File: src/rtl/ycc_pkg.sv
// Shared types, BT.601 full-range coefficients and the output clamp for the RGB to YCbCr pipeline.
package ycc_pkg;

    localparam int PIX_W      = 8;
    localparam int COEF_W     = 9;
    localparam int PROD_W     = 18;
    localparam int SUM_W      = 20;
    localparam int CNT_W      = 20;
    localparam int COEF_SHIFT = 8;

    localparam int C_OFFSET = 32896;
    localparam int C_ROUND  = 128;

    typedef logic [PIX_W-1:0]         pix_t;
    typedef logic signed [COEF_W-1:0] coef_t;

    typedef struct packed {
        pix_t r;
        pix_t g;
        pix_t b;
    } rgb_t;

    localparam coef_t C_YR  =  9'sd77;
    localparam coef_t C_YG  =  9'sd150;
    localparam coef_t C_YB  =  9'sd29;
    localparam coef_t C_CBR = -9'sd43;
    localparam coef_t C_CBG = -9'sd85;
    localparam coef_t C_CBB =  9'sd128;
    localparam coef_t C_CRR =  9'sd128;
    localparam coef_t C_CRG = -9'sd107;
    localparam coef_t C_CRB = -9'sd21;

    // Scale back by 2^COEF_SHIFT and saturate; Cb/Cr reach 256 for pure blue/red.
    function automatic pix_t clamp8(input logic signed [SUM_W-1:0] v);
        logic signed [SUM_W-1:0] s;
        s = v >>> COEF_SHIFT;
        if (s[SUM_W-1])
            return '0;
        else if (s > SUM_W'(255))
            return '1;
        else
            return s[PIX_W-1:0];
    endfunction

endpackage

File: src/rtl/rgb2ycbcr_pipe_if.sv
// Pixel-in / component-out stream bundle of rgb2ycbcr_pipe; slave is the converter, master the source/sink.
interface rgb2ycbcr_pipe_if #(
    parameter int OUT_W = 32
);
    logic [7:0]       R_in;
    logic [7:0]       G_in;
    logic [7:0]       B_in;
    logic             in_valid;
    logic             in_ready;
    logic [OUT_W-1:0] Y_O;
    logic [OUT_W-1:0] Cb_O;
    logic [OUT_W-1:0] Cr_O;
    logic             out_valid;
    logic             out_ready;
    logic             out_last;
    logic             frame_done;

    modport slave (
        input  R_in, G_in, B_in, in_valid, out_ready,
        output in_ready, Y_O, Cb_O, Cr_O, out_valid, out_last, frame_done
    );

    modport master (
        output R_in, G_in, B_in, in_valid, out_ready,
        input  in_ready, Y_O, Cb_O, Cr_O, out_valid, out_last, frame_done
    );
endinterface

File: src/rtl/ycc_mac3.sv
// One colour component: three coefficient products (S2) then sum, offset, shift and clamp (S3).
// With RGB2YCC_LEVEL_SHIFT_EN the result register holds the clamped value minus 128 in two's complement.
module ycc_mac3
    import ycc_pkg::*;
#(
    parameter coef_t C0     = '0,
    parameter coef_t C1     = '0,
    parameter coef_t C2     = '0,
    parameter int    OFFSET = 0
) (
    input  logic clk,
    input  logic rst_n,
    input  logic i_en_s2,
    input  logic i_en_s3,
    input  pix_t i_a,
    input  pix_t i_b,
    input  pix_t i_c,
    output pix_t o_res
);

    logic signed [PROD_W-1:0] r_p0;
    logic signed [PROD_W-1:0] r_p1;
    logic signed [PROD_W-1:0] r_p2;
    logic signed [SUM_W-1:0]  w_sum;
    pix_t                     r_res;

    // NOTE: product registers only carry data qualified by the stage valids, so they need no reset.
    always_ff @(posedge clk) begin
        if (i_en_s2) begin
            r_p0 <= PROD_W'($signed({1'b0, i_a})) * PROD_W'(C0);
            r_p1 <= PROD_W'($signed({1'b0, i_b})) * PROD_W'(C1);
            r_p2 <= PROD_W'($signed({1'b0, i_c})) * PROD_W'(C2);
        end
    end

    assign w_sum = SUM_W'(r_p0) + SUM_W'(r_p1) + SUM_W'(r_p2) + SUM_W'(OFFSET);

    always_ff @(posedge clk or negedge rst_n) begin
        if (!rst_n) begin
            r_res <= '0;
        end else if (i_en_s3) begin
`ifdef RGB2YCC_LEVEL_SHIFT_EN
            r_res <= clamp8(w_sum) ^ 8'h80;
`else
            r_res <= clamp8(w_sum);
`endif
        end
    end

    assign o_res = r_res;

endmodule

File: src/rtl/rgb2ycbcr_pipe.sv
// 3-stage RGB to full-range BT.601 YCbCr converter with global stall and per-frame pixel counting.
// Define RGB2YCC_LEVEL_SHIFT_EN for signed, level-shifted (-128..127) outputs.
module rgb2ycbcr_pipe
    import ycc_pkg::*;
#(
    parameter int IMG_W = 512,
    parameter int IMG_H = 512,
    parameter int OUT_W = 32
) (
    input  logic             clk,
    input  logic             rst_n,
    input  logic             enable,
    rgb2ycbcr_pipe_if.slave  pix_if
);

    localparam int               FRAME_LEN = IMG_W * IMG_H;
    localparam logic [CNT_W-1:0] LAST_IDX  = CNT_W'(FRAME_LEN - 1);

    logic             r_v1;
    logic             r_v2;
    logic             r_v3;
    rgb_t             r_pix;
    logic [CNT_W-1:0] r_cnt;
    logic             r_frame_done;

    logic w_adv;
    logic w_out_valid;
    logic w_out_fire;
    logic w_last;
    logic w_en_s2;
    logic w_en_s3;
    pix_t w_y;
    pix_t w_cb;
    pix_t w_cr;

    // The stall is global: every stage moves together, so bubbles stay in place.
    assign w_adv       = enable & (~r_v3 | pix_if.out_ready);
    assign w_out_valid = r_v3 & enable;
    assign w_out_fire  = w_out_valid & pix_if.out_ready;
    assign w_last      = (r_cnt == LAST_IDX);
    assign w_en_s2     = w_adv & r_v1;
    assign w_en_s3     = w_adv & r_v2;

    always_ff @(posedge clk or negedge rst_n) begin
        if (!rst_n) begin
            r_v1 <= 1'b0;
            r_v2 <= 1'b0;
            r_v3 <= 1'b0;
        end else if (!enable) begin
            r_v1 <= 1'b0;
            r_v2 <= 1'b0;
            r_v3 <= 1'b0;
        end else if (w_adv) begin
            r_v1 <= pix_if.in_valid;
            r_v2 <= r_v1;
            r_v3 <= r_v2;
        end
    end

    always_ff @(posedge clk) begin
        if (w_adv && pix_if.in_valid)
            r_pix <= '{r: pix_if.R_in, g: pix_if.G_in, b: pix_if.B_in};
    end

    // Counter wraps on the same edge that accepts the last pixel, so frames run back to back.
    always_ff @(posedge clk or negedge rst_n) begin
        if (!rst_n) begin
            r_cnt        <= '0;
            r_frame_done <= 1'b0;
        end else if (!enable) begin
            r_cnt        <= '0;
            r_frame_done <= 1'b0;
        end else begin
            r_frame_done <= w_out_fire & w_last;
            if (w_out_fire)
                r_cnt <= w_last ? '0 : r_cnt + 1'b1;
        end
    end

    ycc_mac3 #(.C0(C_YR),  .C1(C_YG),  .C2(C_YB),  .OFFSET(C_ROUND)) u_mac_y (
        .clk(clk), .rst_n(rst_n), .i_en_s2(w_en_s2), .i_en_s3(w_en_s3),
        .i_a(r_pix.r), .i_b(r_pix.g), .i_c(r_pix.b), .o_res(w_y)
    );

    ycc_mac3 #(.C0(C_CBR), .C1(C_CBG), .C2(C_CBB), .OFFSET(C_OFFSET)) u_mac_cb (
        .clk(clk), .rst_n(rst_n), .i_en_s2(w_en_s2), .i_en_s3(w_en_s3),
        .i_a(r_pix.r), .i_b(r_pix.g), .i_c(r_pix.b), .o_res(w_cb)
    );

    ycc_mac3 #(.C0(C_CRR), .C1(C_CRG), .C2(C_CRB), .OFFSET(C_OFFSET)) u_mac_cr (
        .clk(clk), .rst_n(rst_n), .i_en_s2(w_en_s2), .i_en_s3(w_en_s3),
        .i_a(r_pix.r), .i_b(r_pix.g), .i_c(r_pix.b), .o_res(w_cr)
    );

    assign pix_if.in_ready   = w_adv & rst_n;
    assign pix_if.out_valid  = w_out_valid;
    assign pix_if.out_last   = w_out_valid & w_last;
    assign pix_if.frame_done = r_frame_done;

`ifdef RGB2YCC_LEVEL_SHIFT_EN
    assign pix_if.Y_O  = {{(OUT_W-PIX_W){w_y[PIX_W-1]}},  w_y};
    assign pix_if.Cb_O = {{(OUT_W-PIX_W){w_cb[PIX_W-1]}}, w_cb};
    assign pix_if.Cr_O = {{(OUT_W-PIX_W){w_cr[PIX_W-1]}}, w_cr};
`else
    assign pix_if.Y_O  = {{(OUT_W-PIX_W){1'b0}}, w_y};
    assign pix_if.Cb_O = {{(OUT_W-PIX_W){1'b0}}, w_cb};
    assign pix_if.Cr_O = {{(OUT_W-PIX_W){1'b0}}, w_cr};
`endif

endmodule

File: src/flat_wrapper.sv
// flat-port wrapper written by rule: the top's interface ports become plain ports
module rgb2ycbcr_pipe_flat import ycc_pkg::*;
#(
    parameter int IMG_W = 512,
    parameter int IMG_H = 512,
    parameter int OUT_W = 32
)
  (clk, rst_n, enable, pix_if_R_in, pix_if_G_in, pix_if_B_in, pix_if_in_valid, pix_if_out_ready, pix_if_in_ready, pix_if_Y_O, pix_if_Cb_O, pix_if_Cr_O, pix_if_out_valid, pix_if_out_last, pix_if_frame_done);
  rgb2ycbcr_pipe_if #(.OUT_W(OUT_W)) pix_if_i ();
  input  logic clk;
  input  logic rst_n;
  input  logic enable;
  input wire logic [$bits(pix_if_i.R_in)-1:0] pix_if_R_in;
  input wire logic [$bits(pix_if_i.G_in)-1:0] pix_if_G_in;
  input wire logic [$bits(pix_if_i.B_in)-1:0] pix_if_B_in;
  input wire logic [$bits(pix_if_i.in_valid)-1:0] pix_if_in_valid;
  input wire logic [$bits(pix_if_i.out_ready)-1:0] pix_if_out_ready;
  output wire logic [$bits(pix_if_i.in_ready)-1:0] pix_if_in_ready;
  output wire logic [$bits(pix_if_i.Y_O)-1:0] pix_if_Y_O;
  output wire logic [$bits(pix_if_i.Cb_O)-1:0] pix_if_Cb_O;
  output wire logic [$bits(pix_if_i.Cr_O)-1:0] pix_if_Cr_O;
  output wire logic [$bits(pix_if_i.out_valid)-1:0] pix_if_out_valid;
  output wire logic [$bits(pix_if_i.out_last)-1:0] pix_if_out_last;
  output wire logic [$bits(pix_if_i.frame_done)-1:0] pix_if_frame_done;
  assign pix_if_i.R_in = pix_if_R_in;
  assign pix_if_i.G_in = pix_if_G_in;
  assign pix_if_i.B_in = pix_if_B_in;
  assign pix_if_i.in_valid = pix_if_in_valid;
  assign pix_if_i.out_ready = pix_if_out_ready;
  assign pix_if_in_ready = pix_if_i.in_ready;
  assign pix_if_Y_O = pix_if_i.Y_O;
  assign pix_if_Cb_O = pix_if_i.Cb_O;
  assign pix_if_Cr_O = pix_if_i.Cr_O;
  assign pix_if_out_valid = pix_if_i.out_valid;
  assign pix_if_out_last = pix_if_i.out_last;
  assign pix_if_frame_done = pix_if_i.frame_done;
  rgb2ycbcr_pipe #(.IMG_W(IMG_W), .IMG_H(IMG_H), .OUT_W(OUT_W)) u_core (.clk(clk), .rst_n(rst_n), .enable(enable), .pix_if(pix_if_i));
endmodule
File: config.mk
export PLATFORM = sky130hd
export DESIGN_NAME = rgb2ycbcr_pipe_flat
export DESIGN_NICKNAME = d
export VERILOG_FILES = /design/src/rtl/ycc_pkg.sv /design/src/rtl/rgb2ycbcr_pipe_if.sv /design/src/rtl/ycc_mac3.sv /design/src/rtl/rgb2ycbcr_pipe.sv /design/src/flat_wrapper.sv
export SDC_FILE = /design/constraint.sdc
export NUM_CORES = 1
export LEC_CHECK = 0
export ABC_AREA = 1
export BUFFER_PORTS_ARGS = -buffer_cell sky130_fd_sc_hd__buf_2
export CAP_MARGIN = 20
export CORE_MARGIN = 4
export CORE_UTILIZATION = 30
export DETAILED_ROUTE_END_ITERATION = 10
export HOLD_SLACK_MARGIN = 0.12
export PLACE_DENSITY_LB_ADDON = 0.3
export SYNTH_ARGS = -nofsm -noshare
export SYNTH_HDL_FRONTEND = slang
export SYNTH_SLANG_ARGS = --single-unit
export TNS_END_PERCENT = 100
File: constraint.sdc
create_clock -name clk -period 5.7 [get_ports clk]
set_input_delay 0.855 -clock clk [delete_from_list [all_inputs] [get_ports clk]]
set_output_delay 0.855 -clock clk [all_outputs]
set_load 0.02 [all_outputs]
==> flow_metrics.tcl, run 1 <==
set metrics [dict create \
    status "finished, final reports clean" \
    path_class "flip-flop to flip-flop" \
    crit_fanout 8 \
    grt_pass1_vias 13241 \
    maxCapViolations 0 \
    syn_to_final_growth_pct 8.79 \
    period_needed_ns 4.27 \
    num_rows 90 \
    async_reset_ff_share_pct 26.1 \
    gr-usage-met3_pct 2.61 \
    cts_setup_buffers 0 \
    switching_share_pct 42.5 \
    hold_viol 0 \
    syn_area_um2 18600 \
    crit-reg2reg-capture "u_core.u_mac_cb.r_p1[13]" \
    cts_root_buf "clkbuf_16" \
    worstReg2RegStart "u_core.r_pix[9]" \
    ys_warn_count 0 \
    powerDensity_nw_per_um2 294 \
    busiest_layer "met2" \
    insertion_delay_ns 0.49 \
    path_cells "inv_1, ha_1, fa_1, inv_1, fa_1, inv_1, fa_1, ha_1, a21oi_1, o21ai_0, a21oi_1, o21ai_1, nand2_1, nand2_1, nand2_1, nand2_1, xor2_1" \
    place.detailed.hpwl_mm 35.0 \
    fin_setup_tns_ns 0 \
    synth_edf_count 136 \
    n_fill_cell 6238 \
    chipHeight_um 257 \
    crit_path_start_kind "flip-flop" \
    final_cell_mix "425 x inv_1, 368 x ha_1, 326 x nand2_1" \
    postSynthAreaPerCell_um2 9.09 \
    use_met2_pct 20.9 \
    cts_sinks 184 \
    vias_per_cell 4.48 \
    seq_area_frac_synth_pct 28.5 \
    p_switching_mw 2.52 \
    final_common_cell "inv_1" \
    dp_slack_ns 1.47 \
    htree_levels 4 \
    initial_core_util_pct 30.5 \
    ant_nets 0 \
    cp_slowest_cell "edfxtp_1" \
    core_um2 60800 \
    max-slew-margin-rel_pct 44.6 \
    io_pins 129 \
    cts_buffers 17 \
    fin_skew_ns 0.0104 \
    reg2reg_depth 17 \
    port_buffers 56 \
    reg2reg_setup_slack_ns 1.43 \
    drive_above_1_share_pct 6.63 \
    setup_violations 0 \
    cts_tree "built" \
    fmax_mhz 234 \
    ys_types 50 \
    p_clk_share_pct 21.8 \
    power_frac_comb_pct 48.3 \
    grt_pass1_wl_mm 69.3 \
    die_width_um 257 \
    hold_class "input pin to asynchronous set/reset pin" \
    grt_max_degree 50 \
    rsz0062_at_grt "no" \
    routed_wl_mm 41.8 \
    grt_usage_pct 13.1 \
    seqPwrFrac_pct 29.9 \
    synth_seq_cells 184 \
    drtPass1Iterations 5 \
    num_vias 13048 \
    arrival_ns 4.51 \
    postCtsHoldBufs 0 \
    antenna_found_initial 6 \
    ys.flop_type "edfxtp_1" \
    synth_cells 2042 \
    gp_congestion 0.856 \
    intPower_mw 3.41 \
    required_ns 5.94 \
    clockBufferDepth 2 \
    die-area_um2 65900 \
    drc 0 \
    post_cts_resized 0 \
    slew_viol_final 0 \
    nets 2611 \
    gr-usage-met1_pct 18.1 \
    max_stage_delay_ns 0.55 \
    wl_per_cell_um 14.4 \
    period_share_pct 75.0 \
    p_leak_nw 10.5 \
    worstMarginPinSlew_ns 0.828 \
    path_clk_slew_ns 0.08 \
    drt_iter0_markers 638 \
    setup_ws_ns 1.43 \
    worstSetupEndpointType "flip-flop" \
    path_common_cell "nand2_1" \
    grt.overflow.total 0 \
    irDropWorstVdd_mv 0.207 \
]
[state kept, by name, indices dropped and copies added, names as in the netlist, 8 cells and up]
signal,cells
u_core.u_mac_y.r_p0,12
u_core.u_mac_cb.r_p0,16
u_core.u_mac_cb.r_p1,16
u_core.u_mac_cr.r_p2,15
u_core.u_mac_y.r_p1,12
u_core.r_pix,24
u_core.u_mac_cr.o_res,8
u_core.u_mac_y.r_p2,12
u_core.u_mac_y.o_res,8
u_core.u_mac_cb.o_res,8
u_core.r_cnt,20
u_core.u_mac_cr.r_p1,17
[cells by family (layout without fill, tap and decap cells)]
group | count (synthesis) | after routing | share of synthesized area [%]
AO/OA/AOI/OAI | 208 | 208 | 6.35
XOR/XNOR | 88 | 88 | 4.15
adder cells (fa/ha/maj) | 467 | 467 | 35.5
buffers and inverters | 512 | 527 | 11.9
flip-flops | 184 | 184 | 28.5
other | 1 | 74 | 0.0202
AND/OR/NAND/NOR | 582 | 582 | 13.6
[worst max path at each step]
stage                                start                        to  slack, ns
after detailed placement   u_core.r_pix[9]  u_core.u_mac_cb.r_p1[13]       1.47
after floorplan           pix_if_out_ready   u_core.u_mac_cb.r_p0[0]       1.20
after global routing       u_core.r_pix[9]  u_core.u_mac_cb.r_p1[13]       1.10
after global placement     u_core.r_pix[9]  u_core.u_mac_cb.r_p1[13]       1.45
final                      u_core.r_pix[9]  u_core.u_mac_cb.r_p1[13]       1.43
after CTS                  u_core.r_pix[9]  u_core.u_mac_cb.r_p1[13]       1.44
[critical path: cells and delay by family (launching register included)]
kind	cells	cell delay (ns)
buffers and inverters	3	0.24
XOR/XNOR	1	0.14
AO/OA/AOI/OAI	4	0.61
flip-flops	1	0.55
adder cells (fa/ha/maj)	5	2.26
AND/OR/NAND/NOR	4	0.23
[layer usage]
| metal | routed length (µm) | vias up | share of wire, % |
|---|---|---|---|
| li1 | - | 6607 | - |
| met1 | 20600 | 6220 | 49 |
| met2 | 18700 | 176 | 45 |
| met3 | 1570 | 41 | 3.8 |
| met4 | 889 | 4 | 2.1 |
| met5 | 18 | - | 0.043 |
[Yosys cell counts (12+ instances only)]
cell	number	area (µm²)
nor3_1	15	75.1
o21ai_1	12	60.1
fa_1	99	1980
a21oi_1	108	541
xor2_1	62	543
nand3_1	73	365
edfxtp_1	136	4080
nand2_1	326	1220
nor2_1	113	424
ha_1	368	4600
buf_4	73	548
o21ai_0	34	170
xnor2_1	26	228
dfrtp_1	48	1200
inv_1	425	1600
[layout make-up]
cell class                 count  area [µm²]  area share [%]
antenna                        2        5.00          0.0248
clock inverter                15         206            1.02
inverter                     435        1630            8.09
multi-input combinational   1417       11300            56.2
tap                          782         978            4.85
timing repair buffer          60         310            1.54
sequential                   184        5290            26.2
clock buffer                  17         425            2.11
[through the flow]
step	util [%]	std cells	area [µm²]	hold slack (ns)	power, mW
final	33.2	2912	20200	0.475	5.94
after global routing	33.2	2910	20200	0.512	6.49
after CTS	33.2	2910	20200	0.471	6.01
after detailed placement	32.1	2878	19500	0.466	4.67
after global placement	32.1	2878	19500	0.461	4.67
after floorplan	-	2113	18800	0.480	3.95
[power groups by stage]
stage	Combinational, mW	Clock (mW)	Sequential (mW)
floorplan	2.09	0	1.86
CTS	2.89	1.34	1.78
global route	3.30	1.39	1.80
detailed placement	2.86	0	1.81
global placement	2.87	0	1.80
finish	2.87	1.29	1.78
(Power assumes the default switching activity.)
==> run 2, diff against run 1 <==
Settings changed: ABC_AREA 1 to 0.
Clock period 5.7 ns to 3.8 ns, I/O delays scaled along.
==> run 2 against run 1 <==
Net effect: wire length is 6.0% lower; non-clock buffer count increased by 162; largest cell class unchanged; first-iteration DRC count fell by 24%; sequential power increased by 49%; sequential cell count is the same; worst setup slack lost 1.6 ns; the flow now finishes with violations (negative setup slack).
==> flow_metrics.tcl, run 2 <==
set metrics [dict create \
    synth_top_area_cell "ha_1" \
    cts_root_buf "clkbuf_16" \
    cts_sinks 184 \
    antenna_found_initial 2 \
    antenna_cells_inserted 0 \
    grt_pass1_wl_mm 62.4 \
    switching_share_pct 37.9 \
    path_common_cell "ha_4" \
    num_rows 87 \
    chipHeight_um 248 \
    die_width_um 248 \
    ant_nets 0 \
    num_vias 11508 \
    crit_path_start_kind "flip-flop" \
    dp_slack_ns -0.203 \
    cts_tree "built" \
    worstMarginPinSlew_ns 0.896 \
    p_switching_mw 3.49 \
    fin_skew_ns 0.0150 \
    rsz0062_at_grt "yes" \
    path_cells "buf_6, ha_4, ha_4, ha_4, inv_4, fa_1, inv_1, ha_2, inv_2, fa_2, nor2b_4, o21a_1, nor2_2, o21bai_1, a31o_1, a41o_1, buf_4, nor2_2, xnor2_1" \
    required_ns 4.04 \
    seqPwrFrac_pct 28.9 \
    maxCapViolations 0 \
    period_needed_ns 3.98 \
    setup_violations 4 \
    max_stage_delay_ns 0.46 \
    violations "negative setup slack" \
    seqCellArea_um2 5290 \
    status "complete, but fails checks" \
    final_cell_mix "323 x ha_1, 315 x inv_1, 145 x buf_4" \
    timing.hold.ws_ns 0.191 \
    finalPower_mw 9.19 \
    final_cells 2613 \
    worstReg2RegStart "u_core.r_pix[12]" \
    grt_usage_pct 13.1 \
    syn_to_final_growth_pct 22.1 \
    crit-reg2reg-capture "u_core.u_mac_cb.r_p1[14]" \
    nets 2340 \
    gp_congestion 0.814 \
    drtPass1Iterations 5 \
    io_pins 129 \
    seq_area_frac_synth_pct 30.7 \
    top_regs "u_core.r_pix: 24 flops, u_core.r_cnt: 20 flops, u_core.u_mac_cr.r_p1: 17 flops" \
    drc 0 \
    p_leak_nw 10.3 \
    p_clk_share_pct 21.7 \
    syn_area_um2 17200 \
    synth_area_leaders "ha_1 27%, edfxtp_1 24%, fa_1 12%, inv_1 7.5%, dfrtp_1 7.0%" \
    final_common_cell "ha_1" \
    hold_class "input pin to asynchronous set/reset pin" \
    period_share_pct 105 \
    synth_edf_count 136 \
    ys_warn_count 0 \
    fin_setup_tns_ns -0.378 \
    worstSetupEndpointType "flip-flop" \
    postSynthAreaPerCell_um2 10.7 \
    design_area_um2 21000 \
    postCtsHoldBufs 0 \
    synth.most_common_cell "ha_1" \
    max-slew-margin-rel_pct 40.2 \
    ys.flop_type "edfxtp_1" \
    cts_buffers 17 \
    intPower_mw 5.70 \
    setup_ws_ns -0.182 \
    clockBufferDepth 2 \
    n_fill_cell 5603 \
    arrival_ns 4.22 \
    largest_register "u_core.r_pix" \
    synth_seq_cells 184 \
    path_class "flip-flop to flip-flop" \
    grt.overflow.total 0 \
    grt_pass1_vias 11746 \
    powerDensity_nw_per_um2 437 \
    wl_per_cell_um 15.0 \
    grt_max_degree 49 \
    reg2reg_depth 19 \
    largest_reg_flops 24 \
    synth_cells 1611 \
    drt_iter0_markers 484 \
    core_um2 56600 \
    path_clk_slew_ns 0.08 \
    place_area_um2 19200 \
    htree_levels 4 \
    multiInputGateArea_um2 11200 \
    initial_core_util_pct 30.4 \
    place.detailed.hpwl_mm 31.8 \
    routed_wl_mm 39.3 \
    power_frac_comb_pct 49.4 \
    drive_above_1_share_pct 22.5 \
    slew_viol_final 0 \
    port_buffers 56 \
    async_reset_ff_share_pct 26.1 \
    vias_per_cell 4.40 \
    hold_viol 0 \
    die-area_um2 61300 \
    final_util_pct 37.2 \
    fmax_mhz 251 \
    dp.cells 2540 \
    ys_types 67 \
    reg2reg_setup_slack_ns -0.18 \
    insertion_delay_ns 0.49 \
    irDropWorstVdd_mv 0.385 \
    crit_fanout 3 \
    cp_slowest_cell "fa_1" \
    synth_common_cells "368 x ha_1, 344 x inv_1, 136 x edfxtp_1, 99 x fa_1, 78 x a21oi_1" \
    synth_top_area_share_pct 26.7 \
]
[run 2: kinds of logic after synthesis]
group           Yosys count  synth area share, %
compound gates          244                 9.88
xor+xnor                 91                 4.63
fa+ha+maj               467                 38.2
buf+inv                 423                 10.8
flops                   184                 30.7
mux                       2                0.145
other cells               1               0.0218
simple gates            199                 5.61
[run 2: what timing repair did]
item                                   CTS  global route
buffers inserted                        21            27
gates resized for setup                 45           112
setup endpoints to repair               20            51
pin swaps                               45            79
endpoints found under the hold margin    0             0
[run 2: how the worst max path moves through the flow]
stage | from | endpoint | cells after the start
final | u_core.r_pix[12] | u_core.u_mac_cb.r_p1[14] | 19
after global routing | u_core.r_pix[12] | u_core.u_mac_cb.r_p1[16] | 18
after CTS | u_core.r_pix[12] | u_core.u_mac_cb.r_p1[16] | 18
after detailed placement | u_core.r_pix[12] | u_core.u_mac_cb.r_p1[16] | 17
after global placement | u_core.r_pix[12] | u_core.u_mac_cr.r_p1[14] | 15
after floorplan | u_core.r_pix[2] | u_core.u_mac_cr.r_p2[14] | 17
[run 2: final cells by class]
type | instances | share of cell area, %
Sequential cell | 184 | 25.1
Timing Repair Buffer | 222 | 7.71
Clock buffer | 19 | 2.21
Multi-Input combinational cell | 1075 | 53.4
Inverter | 344 | 6.17
Tap cell | 756 | 4.50
Clock inverter | 13 | 0.892
[run 2: metal layers]
layer	part of all wire (%)	global-route usage (%)	vias to the layer above
li1	-	-	5754
met1	48	18.0	5564
met2	47	21.3	161
met3	3.8	2.44	29
met4	1.3	3.29	0
met5	0	0	-
[run 2: power by group through the flow]
stage          registers [mW]  logic, mW  clock network [mW]
2_1_floorplan            2.82       2.63                   0
3_3_place_gp             2.70       3.91                   0
3_5_place_dp             2.70       3.98                   0
4_1_cts                  2.66       4.18                2.08
5_1_grt                  2.68       5.08                2.15
6_report                 2.65       4.54                2.00
[run 2: worst max-delay path, delay by kind of cell (launching register included)]
kind                       cells  cell delay [ns]
adders and majority gates      6             1.76
AOI/OAI and AO/OA              4             0.74
DFF                            1             0.45
buffers and inverters          5             0.43
and+or+nand+nor                3             0.19
xor gates and xnor gates       1             0.13
==> run 3, diff against run 2 <==
Settings changed: BUFFER_PORTS_ARGS -buffer_cell sky130_fd_sc_hd__buf_2 to default, DONT_BUFFER_PORTS from default to 1, RECOVER_POWER from default to 50.
==> run 3 against run 2 <==
Net effect: the flow finishes with violations (max-capacitance violations, max-slew violations, negative setup slack); die area did not move; critical path depth fell by 2; non-clock buffer count fell by 81; count of clock-buffer cells in the layout fell by 1; register-to-register slack improved by 0.05 ns; wire length fell by 4.1%.
==> flow_metrics.tcl, run 3 (synthesis gave the netlist of run 2 again) <==
set metrics [dict create \
    status "complete, but fails checks" \
    violations "max-capacitance violations, max-slew violations, negative setup slack" \
    path_class "flip-flop to flip-flop" \
    largest_reg_flops 24 \
    slew_viol_final 49 \
    period_share_pct 103 \
    grt_pass1_wl_mm 59.5 \
    gr-usage-met3_pct 2.33 \
    period_needed_ns 3.93 \
    gp_congestion 0.842 \
    final_cell_mix "330 x ha_1, 318 x inv_1, 136 x edfxtp_1" \
    powerDensity_nw_per_um2 429 \
    maxCapViolations 1 \
    intPower_mw 5.40 \
    core_um2 56600 \
    grt_pass1_vias 11148 \
    htree_levels 4 \
    largest_register "u_core.r_pix" \
    drive_above_1_share_pct 17.1 \
    required_ns 4.01 \
    drt_iter0_markers 419 \
    seqPwrFrac_pct 32.7 \
    setup_violations 8 \
    crit_path_start_kind "flip-flop" \
    fmax_mhz 254 \
    num_vias 11075 \
    vias_per_cell 4.37 \
    worstSetupEndpointType "flip-flop" \
    busiest_layer "met2" \
    port_buffers 0 \
    initial_core_util_pct 30.4 \
    antenna_cells_inserted 0 \
    routed_wl_mm 37.7 \
    rsz0062_at_grt "yes" \
    drc 0 \
    hold_class "input pin to flip-flop" \
    ant_nets 0 \
    gr-usage-met1_pct 17.5 \
    fin_setup_tns_ns -0.527 \
    design_area_um2 20300 \
    n_fill_cell 5629 \
    worstMarginPinSlew_ns 2.52 \
    path_clk_slew_ns 0.08 \
    switching_share_pct 38.0 \
    nets 2259 \
    antenna_found_initial 6 \
    wl_per_cell_um 14.9 \
    cts_sinks 184 \
    clockBufferDepth 2 \
    io_pins 129 \
    fin_skew_ns 0.0168 \
    top_regs "u_core.r_pix: 24 flops, u_core.r_cnt: 20 flops, u_core.u_mac_cr.r_p1: 17 flops" \
    die_width_um 248 \
    p_leak_nw 9.81 \
    cts_root_buf "clkbuf_16" \
    cts_buffers 17 \
    drtPass1Iterations 4 \
    max-slew-margin-rel_pct -68.2 \
    cts_tree "built" \
    use_met2_pct 20.0 \
    hold_viol 0 \
    chipHeight_um 248 \
    die-area_um2 61300 \
    setup_ws_ns -0.133 \
    power_frac_comb_pct 45.2 \
    p_switching_mw 3.31 \
    final_common_cell "ha_1" \
    grt.overflow.total 0 \
    grt_usage_pct 12.4 \
    syn_to_final_growth_pct 17.7 \
    place.detailed.hpwl_mm 30.9 \
    insertion_delay_ns 0.46 \
    crit_fanout 6 \
    p_clk_share_pct 22.1 \
    arrival_ns 4.14 \
    reg2reg_setup_slack_ns -0.13 \
    grt_max_degree 60 \
    irDropWorstVdd_mv 0.298 \
    num_rows 87 \
    place_area_um2 18800 \
]
run 3: cell types whose count changed in the layout (fill, tap and decap cells not counted), moves of 4 or more:
cell / delta
ha_1: +7
buf_2: -56
ha_4: -8
clkbuf_1: +14
buf_4: -33
inv_8: -4
a21oi_4: -4
buf_6: -7
run 3: per-layer routing:
layer | wire, µm | share of wire [%]
met1 | 18400 | 49
met2 | 17300 | 46
met5 | 7 | 0.019
met3 | 1330 | 3.5
met4 | 594 | 1.6
run 3: power by group through the flow:
stage                     Combinational (mW)  Sequential, mW  Clock [mW]
after floorplan                         2.63            2.82           0
after global placement                  3.51            2.90           0
after detailed placement                3.57            2.90           0
after CTS                               3.74            2.86        1.99
after global routing                    4.45            2.88        2.07
final                                   3.94            2.84        1.92
run 3: per-stage QoR:
| step | std cells | hold WS [ns] | total power, mW | util [%] | worst slack, ns |
|---|---|---|---|---|---|
| 2_1_floorplan | 1682 | 0.274 | 5.45 | - | -0.153 |
| 3_3_place_gp | 2469 | 0.276 | 6.42 | 33.3 | -0.132 |
| 3_5_place_dp | 2469 | 0.276 | 6.47 | 33.3 | -0.216 |
| 4_1_cts | 2518 | 0.164 | 8.59 | 35.1 | -0.138 |
| 5_1_grt | 2532 | 0.165 | 9.39 | 35.8 | -0.332 |
| 6_report | 2532 | 0.198 | 8.70 | 35.8 | -0.133 |
run 3: worst paths after layout:
| check | start | end | depth (start not counted) |
|---|---|---|---|
| worst max-delay path | u_core.r_pix[3] | u_core.u_mac_cr.r_p2[14] | 17 |
| worst min-delay path | pix_if_R_in[6] | u_core.r_pix[22] | 0 |
| worst min register to register | u_core.r_v1 | u_core.r_v1 | 1 |
| min in group asynchronous | rst_n | u_core.r_cnt[6] | 2 |
| max in group asynchronous | rst_n | u_core.u_mac_cr.o_res[0] | 2 |
| worst max register to register | u_core.r_pix[3] | u_core.u_mac_cr.r_p2[14] | 17 |
run 3: what timing repair did:
action,CTS,global route
hold buffers,2,0
setup buffers,15,15
gates resized for setup,36,87
gates cloned,0,0
pin swaps,55,74
endpoints found under the setup margin,15,36
endpoints found under the hold margin,48,0
run 3: worst max-delay path, stage by stage (launching register included):
cell	delay (ns)
edfxtp_1	0.40
clkbuf_1	0.41
ha_1	0.33
ha_1	0.19
inv_2	0.06
fa_2	0.43
inv_2	0.07
ha_4	0.20
ha_4	0.16
fa_2	0.39
a21o_1	0.18
a21oi_2	0.16
o21bai_1	0.10
a21oi_2	0.17
o21ai_2	0.10
a21oi_2	0.12
o21bai_1	0.09
xnor2_1	0.12
run 3: layout make-up:
class	instances	area (µm²)	share of cell area (%)
sequential	184	5290	26.1
multi-input combinational	1075	11000	54.4
clock buffer	18	450	2.22
tap	756	946	4.66
clock inverter	14	194	0.956
timing repair buffer	141	1080	5.32
inverter	344	1300	6.39
